**src/rtl/line_rx_pkg.sv**
```systemverilog
// Shared definitions for the oversampling line receiver: verify-mode codes,
// FSM state encoding and a constant clog2 helper.
package line_rx_pkg;

  localparam logic [1:0] VERIFY_EVEN = 2'b00;
  localparam logic [1:0] VERIFY_ODD  = 2'b01;
  localparam logic [1:0] VERIFY_NONE = 2'b10;

  typedef enum logic [2:0] {
    IDLE,
    START,
    DATA,
    PARITY,
    STOP,
    STOP2
  } rx_state_e;

  // Ceiling log2 for sizing counters and pointers; clog2(1) is 0.
  function automatic int clog2(input int value);
    int result;
    int rem;
    result = 0;
    rem    = value - 1;
    while (rem > 0) begin
      result++;
      rem = rem >> 1;
    end
    return result;
  endfunction

endpackage

```
**src/rtl/line_rx_sfifo.sv**
```systemverilog
// Synchronous FIFO with push/pop, full/empty and occupancy level.
// A push while full is accepted only if a pop happens in the same cycle.
module line_rx_sfifo
  import line_rx_pkg::*;
#(
  parameter int WIDTH = 8,
  parameter int DEPTH = 8
) (
  input  logic                  i_clk,
  input  logic                  i_rst_n,
  input  logic                  i_push,
  input  logic [WIDTH-1:0]      i_wdata,
  input  logic                  i_pop,
  output logic [WIDTH-1:0]      o_rdata,
  output logic                  o_full,
  output logic                  o_empty,
  output logic [clog2(DEPTH):0] o_level
);

  localparam int AW = clog2(DEPTH);

  logic [WIDTH-1:0] mem_q [DEPTH];
  logic [AW-1:0]    wr_ptr_q, wr_ptr_d;
  logic [AW-1:0]    rd_ptr_q, rd_ptr_d;
  logic [AW:0]      level_q, level_d;
  logic             do_push, do_pop;

  assign o_full  = (level_q == (AW + 1)'(DEPTH));
  assign o_empty = (level_q == '0);
  assign do_pop  = i_pop && !o_empty;
  assign do_push = i_push && (!o_full || do_pop);
  assign o_rdata = mem_q[rd_ptr_q];
  assign o_level = level_q;

  // Pointer and occupancy update; pointers wrap naturally at power-of-2 depth.
  always_comb begin
    // NOTE: every always_comb output gets a default first so no path can infer a latch.
    wr_ptr_d = wr_ptr_q;
    rd_ptr_d = rd_ptr_q;
    level_d  = level_q;
    if (do_push) wr_ptr_d = wr_ptr_q + 1'b1;
    if (do_pop)  rd_ptr_d = rd_ptr_q + 1'b1;
    case ({do_push, do_pop})
      2'b10:   level_d = level_q + 1'b1;
      2'b01:   level_d = level_q - 1'b1;
      default: level_d = level_q;
    endcase
  end

  // Pointer registers; reset flushes the FIFO.
  always_ff @(posedge i_clk) begin
    // NOTE: sequential state uses non-blocking assignments so all flops update together.
    if (!i_rst_n) begin
      wr_ptr_q <= '0;
      rd_ptr_q <= '0;
      level_q  <= '0;
    end else begin
      wr_ptr_q <= wr_ptr_d;
      rd_ptr_q <= rd_ptr_d;
      level_q  <= level_d;
    end
  end

  // Storage array.
  always_ff @(posedge i_clk) begin
    // NOTE: storage is not reset; entries are only visible through the reset pointers.
    if (do_push) mem_q[wr_ptr_q] <= i_wdata;
  end

endmodule

```
**src/rtl/line_rx_fifo_ovs.sv**
```systemverilog
// Oversampling asynchronous serial receiver with receive FIFO, sticky
// parity/frame/overrun flags and a level interrupt.
// Optional build macro LINE_RX_MAJORITY_EN: decide each bit by a 2-of-3 vote
// of the samples around the bit centre instead of a single sample.
module line_rx_fifo_ovs
  import line_rx_pkg::*;
#(
  parameter int DATA_W     = 8,
  parameter int OVS        = 16,
  parameter int FIFO_DEPTH = 8,
  parameter int INT_LEVEL  = 1
) (
  input  logic                       i_clk,
  input  logic                       i_rst_n,
  input  logic                       i_tick,
  input  logic                       i_rx_data,
  input  logic [1:0]                 i_verify_mode,
  input  logic                       i_stop2,
  input  logic                       i_ce_n,
  input  logic                       i_rd,
  input  logic                       i_clear_int_n,
  output logic [DATA_W-1:0]          o_data,
  output logic                       o_valid,
  output logic [clog2(FIFO_DEPTH):0] o_level,
  output logic                       o_busy,
  output logic                       o_err_parity,
  output logic                       o_err_frame,
  output logic                       o_err_overrun,
  output logic                       o_rx_int
);

  localparam int TICK_W    = clog2(OVS);
  localparam int BIT_W     = clog2(DATA_W);
  localparam int LVL_W     = clog2(FIFO_DEPTH) + 1;
  localparam int LAST_TICK = OVS - 1;
`ifdef LINE_RX_MAJORITY_EN
  localparam int DEC_TICK  = OVS / 2;
`else
  localparam int DEC_TICK  = OVS / 2 - 1;
`endif

  rx_state_e         state_q, state_d;
  logic              sync1_q, sync1_d, sync2_q, sync2_d, hist_q, hist_d;
  logic [TICK_W-1:0] tick_cnt_q, tick_cnt_d;
  logic [BIT_W-1:0]  bit_cnt_q, bit_cnt_d;
  logic [DATA_W-1:0] shift_q, shift_d;
  logic [1:0]        mode_q, mode_d;
  logic              stop2_q, stop2_d;
  logic              par_bad_q, par_bad_d, frm_bad_q, frm_bad_d;
  logic              err_par_q, err_par_d, err_frm_q, err_frm_d, err_ovr_q, err_ovr_d;
  logic              line_bit, start_edge, at_centre;
  logic              fin, fin_par, fin_frm, push_req, overrun_evt;
  logic              fifo_full, fifo_empty;
  logic [DATA_W-1:0] fifo_rdata;

`ifdef LINE_RX_MAJORITY_EN
  logic [1:0]        samp_q, samp_d;
  // Majority of the current and two previous tick samples.
  assign line_bit = (sync2_q & samp_q[0]) | (sync2_q & samp_q[1]) | (samp_q[0] & samp_q[1]);
`else
  assign line_bit = sync2_q;
`endif

  assign start_edge = hist_q & ~sync2_q;
  assign at_centre  = (tick_cnt_q == TICK_W'(LAST_TICK));

  // Input synchroniser every clock; history and vote samples only on ticks.
  always_comb begin
    sync1_d = i_rx_data;
    sync2_d = sync1_q;
    hist_d  = i_tick ? sync2_q : hist_q;
`ifdef LINE_RX_MAJORITY_EN
    samp_d  = i_tick ? {samp_q[0], sync2_q} : samp_q;
`endif
  end

  // Frame FSM: next state, counters, shift register and per-frame error state.
  always_comb begin
    state_d    = state_q;
    tick_cnt_d = tick_cnt_q;
    bit_cnt_d  = bit_cnt_q;
    shift_d    = shift_q;
    mode_d     = mode_q;
    stop2_d    = stop2_q;
    par_bad_d  = par_bad_q;
    frm_bad_d  = frm_bad_q;
    fin        = 1'b0;
    fin_par    = 1'b0;
    fin_frm    = 1'b0;
    if (i_tick) begin
      tick_cnt_d = tick_cnt_q + 1'b1;
      unique case (state_q)
        IDLE: begin
          tick_cnt_d = '0;
          if (start_edge && !i_ce_n) begin
            state_d   = START;
            mode_d    = i_verify_mode;
            stop2_d   = i_stop2;
            bit_cnt_d = '0;
            par_bad_d = 1'b0;
            frm_bad_d = 1'b0;
          end
        end
        START: begin
          if (tick_cnt_q == TICK_W'(DEC_TICK)) begin
            tick_cnt_d = '0;
            state_d    = line_bit ? IDLE : DATA;
          end
        end
        DATA: begin
          if (at_centre) begin
            tick_cnt_d = '0;
            shift_d    = {line_bit, shift_q[DATA_W-1:1]};
            if (bit_cnt_q == BIT_W'(DATA_W - 1)) begin
              bit_cnt_d = '0;
              state_d   = mode_q[1] ? STOP : PARITY;
            end else begin
              bit_cnt_d = bit_cnt_q + 1'b1;
            end
          end
        end
        PARITY: begin
          if (at_centre) begin
            tick_cnt_d = '0;
            par_bad_d  = ((^shift_q) ^ line_bit) != mode_q[0];
            state_d    = STOP;
          end
        end
        STOP, STOP2: begin
          if (at_centre) begin
            tick_cnt_d = '0;
            if (state_q == STOP && stop2_q) begin
              frm_bad_d = frm_bad_q | ~line_bit;
              state_d   = STOP2;
            end else begin
              fin     = 1'b1;
              fin_par = par_bad_q;
              fin_frm = frm_bad_q | ~line_bit;
              state_d = IDLE;
            end
          end
        end
        default: state_d = IDLE;
      endcase
    end
  end

  assign push_req    = fin & ~fin_par & ~fin_frm;
  assign overrun_evt = push_req & fifo_full & ~i_rd;

  // Sticky error flags: cleared while i_clear_int_n is low, a same-cycle set wins.
  always_comb begin
    err_par_d = (err_par_q & i_clear_int_n) | fin_par;
    err_frm_d = (err_frm_q & i_clear_int_n) | fin_frm;
    err_ovr_d = (err_ovr_q & i_clear_int_n) | overrun_evt;
  end

  // State registers with synchronous active-low reset.
  always_ff @(posedge i_clk) begin
    if (!i_rst_n) begin
      state_q    <= IDLE;
      sync1_q    <= 1'b1;
      sync2_q    <= 1'b1;
      hist_q     <= 1'b1;
      tick_cnt_q <= '0;
      bit_cnt_q  <= '0;
      shift_q    <= '0;
      mode_q     <= VERIFY_NONE;
      stop2_q    <= 1'b0;
      par_bad_q  <= 1'b0;
      frm_bad_q  <= 1'b0;
      err_par_q  <= 1'b0;
      err_frm_q  <= 1'b0;
      err_ovr_q  <= 1'b0;
`ifdef LINE_RX_MAJORITY_EN
      samp_q     <= 2'b11;
`endif
    end else begin
      state_q    <= state_d;
      sync1_q    <= sync1_d;
      sync2_q    <= sync2_d;
      hist_q     <= hist_d;
      tick_cnt_q <= tick_cnt_d;
      bit_cnt_q  <= bit_cnt_d;
      shift_q    <= shift_d;
      mode_q     <= mode_d;
      stop2_q    <= stop2_d;
      par_bad_q  <= par_bad_d;
      frm_bad_q  <= frm_bad_d;
      err_par_q  <= err_par_d;
      err_frm_q  <= err_frm_d;
      err_ovr_q  <= err_ovr_d;
`ifdef LINE_RX_MAJORITY_EN
      samp_q     <= samp_d;
`endif
    end
  end

  line_rx_sfifo #(
    .WIDTH (DATA_W),
    .DEPTH (FIFO_DEPTH)
  ) u_fifo (
    .i_clk   (i_clk),
    .i_rst_n (i_rst_n),
    .i_push  (push_req),
    .i_wdata (shift_q),
    .i_pop   (i_rd),
    .o_rdata (fifo_rdata),
    .o_full  (fifo_full),
    .o_empty (fifo_empty),
    .o_level (o_level)
  );

  assign o_valid       = ~fifo_empty;
  assign o_data        = fifo_empty ? '0 : fifo_rdata;
  assign o_busy        = (state_q != IDLE);
  assign o_err_parity  = err_par_q;
  assign o_err_frame   = err_frm_q;
  assign o_err_overrun = err_ovr_q;
  assign o_rx_int      = (o_level >= LVL_W'(INT_LEVEL)) | err_par_q | err_frm_q | err_ovr_q;

endmodule

```
**config.mk**
```make
export PLATFORM = sky130hd
export DESIGN_NAME = line_rx_fifo_ovs
export DESIGN_NICKNAME = d
export VERILOG_FILES = /design/src/rtl/line_rx_pkg.sv /design/src/rtl/line_rx_sfifo.sv /design/src/rtl/line_rx_fifo_ovs.sv
export SDC_FILE = /design/constraint.sdc
export NUM_CORES = 1
export LEC_CHECK = 0
export ABC_AREA = 1
export CAP_MARGIN = 40
export CORE_MARGIN = 4
export CORE_UTILIZATION = 55
export DETAILED_ROUTE_END_ITERATION = 7
export PLACE_DENSITY = 0.85
export SETUP_SLACK_MARGIN = 0.15
export SLEW_MARGIN = 20
export SYNTH_ARGS = -nofsm -noshare
export SYNTH_HDL_FRONTEND = slang
export SYNTH_HIERARCHICAL = 1
export SYNTH_SLANG_ARGS = --single-unit
export TNS_END_PERCENT = 30
```
**constraint.sdc**
```tcl
create_clock -name i_clk -period 2.9 [get_ports i_clk]
set_input_delay 0.58 -clock i_clk [delete_from_list [all_inputs] [get_ports i_clk]]
set_output_delay 0.58 -clock i_clk [all_outputs]
set_load 0.05 [all_outputs]
```
==> results of run 1 <==
## final timing paths
kind	slack (ns)	startpoint	to
worst max-delay path	0.22	u_fifo/o_level[2]$_SDFFE_PN0P_	o_valid
worst min-delay path	0.43	sync1_q$_SDFF_PN1_	line_bit$_SDFF_PN1_
worst max register to register	0.35	tick_cnt_q[1]$_SDFFE_PN0P_	u_fifo/o_level[3]$_SDFFE_PN0P_
worst min register to register	0.43	sync1_q$_SDFF_PN1_	line_bit$_SDFF_PN1_
## flip-flops by register name (all words and copies together), names as in the netlist, 2 cells and up, named ones only
register / flops
bit_cnt_q: 3
u_fifo/o_level: 4
shift_q: 8
u_fifo/wr_ptr_q: 3
tick_cnt_q: 4
u_fifo/mem_q: 64
mode_q: 2
u_fifo/rd_ptr_q: 3
state_q: 3
## what timing repair did
| action | in CTS | in global routing |
|---|---|---|
| endpoints found under the setup margin | 3 | 5 |
| cloned | 0 | 0 |
| resized for setup | 1 | 4 |
## Yosys cell counts (all sizes together)
master	count	share of area
nand2	93	0.081
nor2	69	0.062
edfxtp	64	0.39
inv	56	0.044
dfxtp	42	0.17
o21ai	38	0.041
a21oi	32	0.035
nand3	20	0.025
mux2i	16	0.033
o22ai	16	0.021
ha	10	0.026
buf	8	0.014
clkbuf	6	0.0046
nor3	5	0.0085
xor2	5	0.0090
nand4	4	0.0051
or2	3	0.0038
xnor2	3	0.0054
a211oi	2	0.0031
nor4	2	0.0056
o211ai	2	0.0031
fa	1	0.0041
nand3b	1	0.0015
## critical path, stage by stage, from the launching register on
cell and delay [ns]:
dfxtp_1 0.51, nor2_2 0.10, nand2_4 0.12, inv_1 0.14, inv_1 0.07, clkdlybuf4s50_1 0.79
## logic make-up (layout without fill, tap and decap cells)
logic type / Yosys count / after routing / share of synthesized area
xor+xnor: 8 / 8 / 0.01437
mux: 16 / 16 / 0.03284
buf+inv: 70 / 112 / 0.06183
fa+ha+maj: 11 / 11 / 0.02976
compound gates: 90 / 90 / 0.1024
flops: 106 / 106 / 0.5664
simple gates: 197 / 197 / 0.1924
## routing by layer
| metal | part of all wire | global-route usage | vias to the layer above |
|---|---|---|---|
| li1 | - | - | 1763 |
| met1 | 0.43 | 0.2599 | 1657 |
| met2 | 0.50 | 0.3283 | 121 |
| met3 | 0.054 | 0.03754 | 20 |
| met4 | 0.017 | 0.07064 | 0 |
| met5 | 0 | 0 | - |
## cells in the final DEF (no fill, tap or decap), types with 2 or more instances in the layout
master	synthesis	routed
nand2_1	83	83
edfxtp_1	64	64
nor2_1	60	60
inv_1	49	49
dfxtp_1	42	40
a21oi_1	29	28
o21ai_0	24	24
clkdlybuf4s50_1	0	19
nand3_1	17	17
mux2i_1	16	16
o22ai_1	16	16
o21ai_1	12	12
buf_4	3	12
ha_1	10	9
clkbuf_8	0	9
buf_12	0	8
nand2_2	6	6
inv_2	6	6
nor2_2	5	5
xor2_1	5	5
nor2_4	4	4
nand4_1	4	4
nand2_4	4	4
a21oi_2	3	4
nor3_1	3	3
xnor2_1	3	3
o21ai_2	2	2
a211oi_1	2	2
or2_2	2	2
o211ai_1	2	2
inv_8	0	2
clkinv_4	0	2
dfxtp_2	0	2
nand3_2	2	2
## metrics by stage
stage	power [µW]	std cells	setup WS (ns)
2_1_floorplan	3156	498	0.4165
3_3_place_gp	3686	632	0.1833
3_5_place_dp	3731	632	0.08447
4_1_cts	4568	648	0.2230
5_1_grt	4837	648	0.09174
6_report	4571	648	0.2191
## power breakdown
group | internal, µW | total, µW | leakage (µW) | switching, µW
clock | 327 | 839 | 0.0000913 | 512
sequential | 1650 | 1800 | 0.000868 | 142
combinational | 735 | 1940 | 0.00110 | 1200
total | 2720 | 4570 | 0.00206 | 1850
## area by class of cell
type,count,share of cell area
flip-flops and latches,106,0.4957
multi-input cells,322,0.3279
repair buffers,40,0.08098
inverters,56,0.03813
well taps,108,0.02423
clock buffers,9,0.02221
clock inverters,7,0.01077
==> run_results.csv, run 1 <==
group,metric,value,unit
yosys,ys_seq_area_frac,0.5664,
yosys,synth_area,4877,µm²
clock_network,ctsHoldBuffers,0,
final_layout,nFillCells,693,
final_layout,final_nets,556,
floorplan,die_w,102.2,µm
hold_path,hold_class,"reg2reg",
timing,worst_pin_slew,0.5454,ns
grt,grt_pass1_wl,16010,µm
clock_network,postCtsSetupRepairBufs,0,
clock_network,cts_root_buf,"clkbuf_8",
route,drt_wl_total,9709,µm
worst_setup_path,critPathKind,"reg2out",
route,drtIter0Drc,235,
placement,io_buffer_count,27,
route,drc,0,
timing,rsz0062_at_grt,"true",
floorplan,num_rows,34,
yosys,synthCells,498,
clock_network,cts_buffers,9,
route,viasPerCell,5.495,
worst_setup_path,rr_worst_depth,14,
pwr,peakVddDrop,0.8192,mV
worst_setup_path,crit_required,2.32,ns
floorplan,initial_core_util,0.5620,
yosys,synth_area_per_cell,9.794,µm²
final_layout,final_cell_area,5578,µm²
clock_network,cts_num_sinks,106,
worst_setup_path,cp_max_fo,9,
grt,grt-ovfl-total,0,
worst_setup_path,worstSetupEndpointType,"primary output",
placement,placed_area,5371,µm²
outcome,outcome,"completed",
clock_network,clock_path_buffers,2,
placement,place_congestion,0.8881,
route,dr_total_vias,3561,
timing,skew,0.01394,ns
clock_network,clock_latency,0.37,ns
grt,grt_start_max_net_pins,34,
timing,setup-tns-final,0,ns
clock_network,cts_tree,"done",
pwr,power_leakage,0.002061,µW
route,wl_per_cell,14.98,µm
route,drt_first_pass_iters,5,
final_layout,multi_input_area,1829,µm²
timing,finalCritPeriodShare,0.9244,
timing,slew_viol_final,0,
grt,antenna_found_initial,0,
floorplan,dieArea,10440,µm²
hold_path,hold_path_depth,1,
grt,grt_pass1_vias,3448,
floorplan,fp.dieH,102.2,µm
yosys,yosysWarnings,6,
timing,hold_ws,0.4326,ns
floorplan,pin_count,28,
flow_run,maxCapViolations,0,
floorplan,coreArea,8678,µm²
route,drt.antenna.violating_nets,0,
final_layout,fin_util,0.6427,
timing,slew_headroom,0.6359,
grt,grt_util_all_layers,0.1974,
clock_network,htreeDepth,3,
placement,dp_hpwl,6867,µm
timing,hold_viol,0,
timing,fmax,0.3730,GHz
final_layout,seq_area,2765,µm²
worst_setup_path,arrival,2.10,ns
worst_setup_path,crit_path_start_kind,"register",
timing,timing.final.crit_period,2.681,ns
final_layout,layout-area-overhead-vs-synth,14.37,%
timing,setup_viol,0,
final_layout,diodes,0,
yosys,synth_seq_cells,106,
yosys,netlist-cell-type-count,40,
final_layout,layout-drive-gt1-share,0.1463,
clock_network,clkSlewWorstSetupHoldPaths,0.10,ns
yosys,synth_nets,519,
pwr,p_per_area,819.6,nW/µm²
Power figures use the tool's default switching activity.
==> run 2: changes to the inputs <==
==> constraint.sdc (replaced) <==
create_clock -name i_clk -period 2.9 [get_ports i_clk]
set_input_delay 0.58 -clock i_clk [delete_from_list [all_inputs] [get_ports i_clk]]
set_output_delay 0.58 -clock i_clk [all_outputs]
set_load 0.01 [all_outputs]
==> run_results.csv, run 2 (synthesized netlist as in run 1, its figures left out) <==
group,metric,value,unit
grt,grt_pass1_vias,3430,
timing,setup_viol,0,
final_layout,final_common_cell,"nand2_1",
worst_setup_path,cp_num_buf_inv,4,
worst_setup_path,worstSetupEndpointType,"primary output",
worst_setup_path,path_cells,"clkbuf_16, inv_6, nor2_1, o22ai_1, nand2_1, nand2_1, inv_1, nor2_1, clkdlybuf4s50_1",
route,drt.antenna.violating_nets,0,
clock_network,cts_buffers,9,
timing,fin_ws,0.1721,ns
floorplan,num_rows,34,
placement,place_congestion,0.9022,
clock_network,cts_root_buf,"clkbuf_8",
final_layout,final_cell_mix,"nand2_1, edfxtp_1, nor2_1",
pwr,pwr-share-comb,0.363,
worst_setup_path,crit_path_start_kind,"register",
timing,hold_ws,0.4229,ns
final_layout,final_cell_area,5545,µm²
final_layout,layout-area-overhead-vs-synth,13.70,%
timing,slew_headroom,0.6235,
grt,grt_start_max_net_pins,34,
worst_setup_path,crit_required,2.32,ns
pwr,peakVddDrop,0.5851,mV
final_layout,layout-drive-gt1-share,0.1363,
final_layout,diodes,0,
final_layout,reg_top3,"u_fifo/mem_q x64, shift_q x8",
final_layout,largest_reg_flops,64,
floorplan,initial_core_util,0.5620,
clock_network,cts_tree,"done",
pwr,switching_share,0.3641,
pwr,p_per_area,745.9,nW/µm²
grt,grt_pass1_wl,15850,µm
route,drtIter0Drc,221,
pwr,power_frac_clock,0.209,
floorplan,fp.dieH,102.2,µm
flow_run,maxCapViolations,0,
route,wl_per_cell,15.04,µm
clock_network,clkSlewWorstSetupHoldPaths,0.10,ns
worst_setup_path,critPathSlowestCell,"clkdlybuf4s50_1",
placement,placed_area,5304,µm²
route,dr_total_vias,3575,
route,viasPerCell,5.492,
clock_network,cts_num_sinks,106,
floorplan,dieArea,10440,µm²
timing,rsz0062_at_grt,"true",
timing,fmax,0.3666,GHz
outcome,outcome,"completed",
placement,io_buffer_count,27,
pwr,power_leakage,0.002070,µW
clock_network,ctsHoldBuffers,0,
worst_setup_path,arrival,2.15,ns
placement,dp_slack,0.09757,ns
worst_setup_path,max_stage_delay,0.54,ns
floorplan,pin_count,28,
timing,finalCritPeriodShare,0.9406,
grt,grt-ovfl-total,0,
worst_setup_path,cp_max_fo,16,
route,drt_wl_total,9790,µm
timing,worst_pin_slew,0.5640,ns
timing,skew,0.01798,ns
timing,timing.final.crit_period,2.728,ns
pwr,power_frac_seq,0.428,
final_layout,largest-register,"u_fifo/mem_q",
route,drt_first_pass_iters,5,
clock_network,htreeDepth,3,
final_layout,fin_util,0.6390,
pwr,p_sw,1506,µW
timing,slew_viol_final,0,
timing,hold_viol,0,
worst_setup_path,critPathKind,"reg2out",
hold_path,hold_class,"reg2reg",
floorplan,coreArea,8678,µm²
timing,setup-tns-final,0,ns
clock_network,clock_path_buffers,2,
final_layout,final_nets,559,
grt,grt_util_all_layers,0.1966,
route,drc,0,
clock_network,clock_latency,0.38,ns
placement,dp_hpwl,6692,µm
worst_setup_path,critical_path.top_delay_family,"buffers and inverters",
grt,antenna_found_initial,0,
pwr,p_int,2630,µW
floorplan,die_w,102.2,µm
[run 2: repair_timing]
action	CTS	global route
buffers inserted	0	2
endpoints found under the setup margin	0	9
resized for setup	0	7
[run 2: area by class of cell]
type / instances / area (µm²)
Fill cell: 691 / 3133
Sequential cell: 106 / 2766
Multi-Input combinational cell: 322 / 1817
Timing Repair Buffer: 43 / 426.7
Inverter: 56 / 215.2
Tap cell: 108 / 135.1
Clock buffer: 10 / 127.6
Clock inverter: 6 / 57.56
[run 2: per-stage QoR]
step | total power [µW] | instances
4_1_cts | 4087 | 648
3_3_place_gp | 3187 | 632
2_1_floorplan | 2796 | 498
5_1_grt | 4387 | 651
3_5_place_dp | 3242 | 632
6_report | 4136 | 651
[run 2: power groups by stage]
| stage | combinational (µW) | clock (µW) | sequential, µW |
|---|---|---|---|
| after floorplan | 1020 | 0 | 1780 |
| after global placement | 1400 | 0 | 1790 |
| after detailed placement | 1450 | 0 | 1790 |
| after CTS | 1460 | 872 | 1760 |
| after global routing | 1660 | 946 | 1790 |
| final | 1500 | 865 | 1770 |
[run 2: path summary, 6_finish.rpt]
kind / slack [ns] / startpoint / cells after the start / end
worst min-delay path: 0.42 / sync1_q$_SDFF_PN1_ / 1 / line_bit$_SDFF_PN1_
worst min register to register: 0.42 / sync1_q$_SDFF_PN1_ / 1 / line_bit$_SDFF_PN1_
worst max register to register: 0.36 / tick_cnt_q[1]$_SDFFE_PN0P_ / 15 / u_fifo/o_level[3]$_SDFFE_PN0P_
worst max-delay path: 0.17 / register / 9 / o_data[0]
[run 2: layer usage]
layer	global-route usage	share of wire
met3	0.03481	0.048
met1	0.2429	0.42
met5	0	0
met2	0.3478	0.51
met4	0.06761	0.019
==> run 3: changes to the inputs <==
--- a/config.mk
+++ b/config.mk
@@ -9,6 +9,7 @@
 export CAP_MARGIN = 40
 export CORE_MARGIN = 4
 export CORE_UTILIZATION = 55
+export CTS_CLUSTER_SIZE = 10
 export DETAILED_ROUTE_END_ITERATION = 7
 export PLACE_DENSITY = 0.85
 export SETUP_SLACK_MARGIN = 0.15
==> results of run 3 <==
No change in the layout: final DEF, timing and power equal those of run 2.
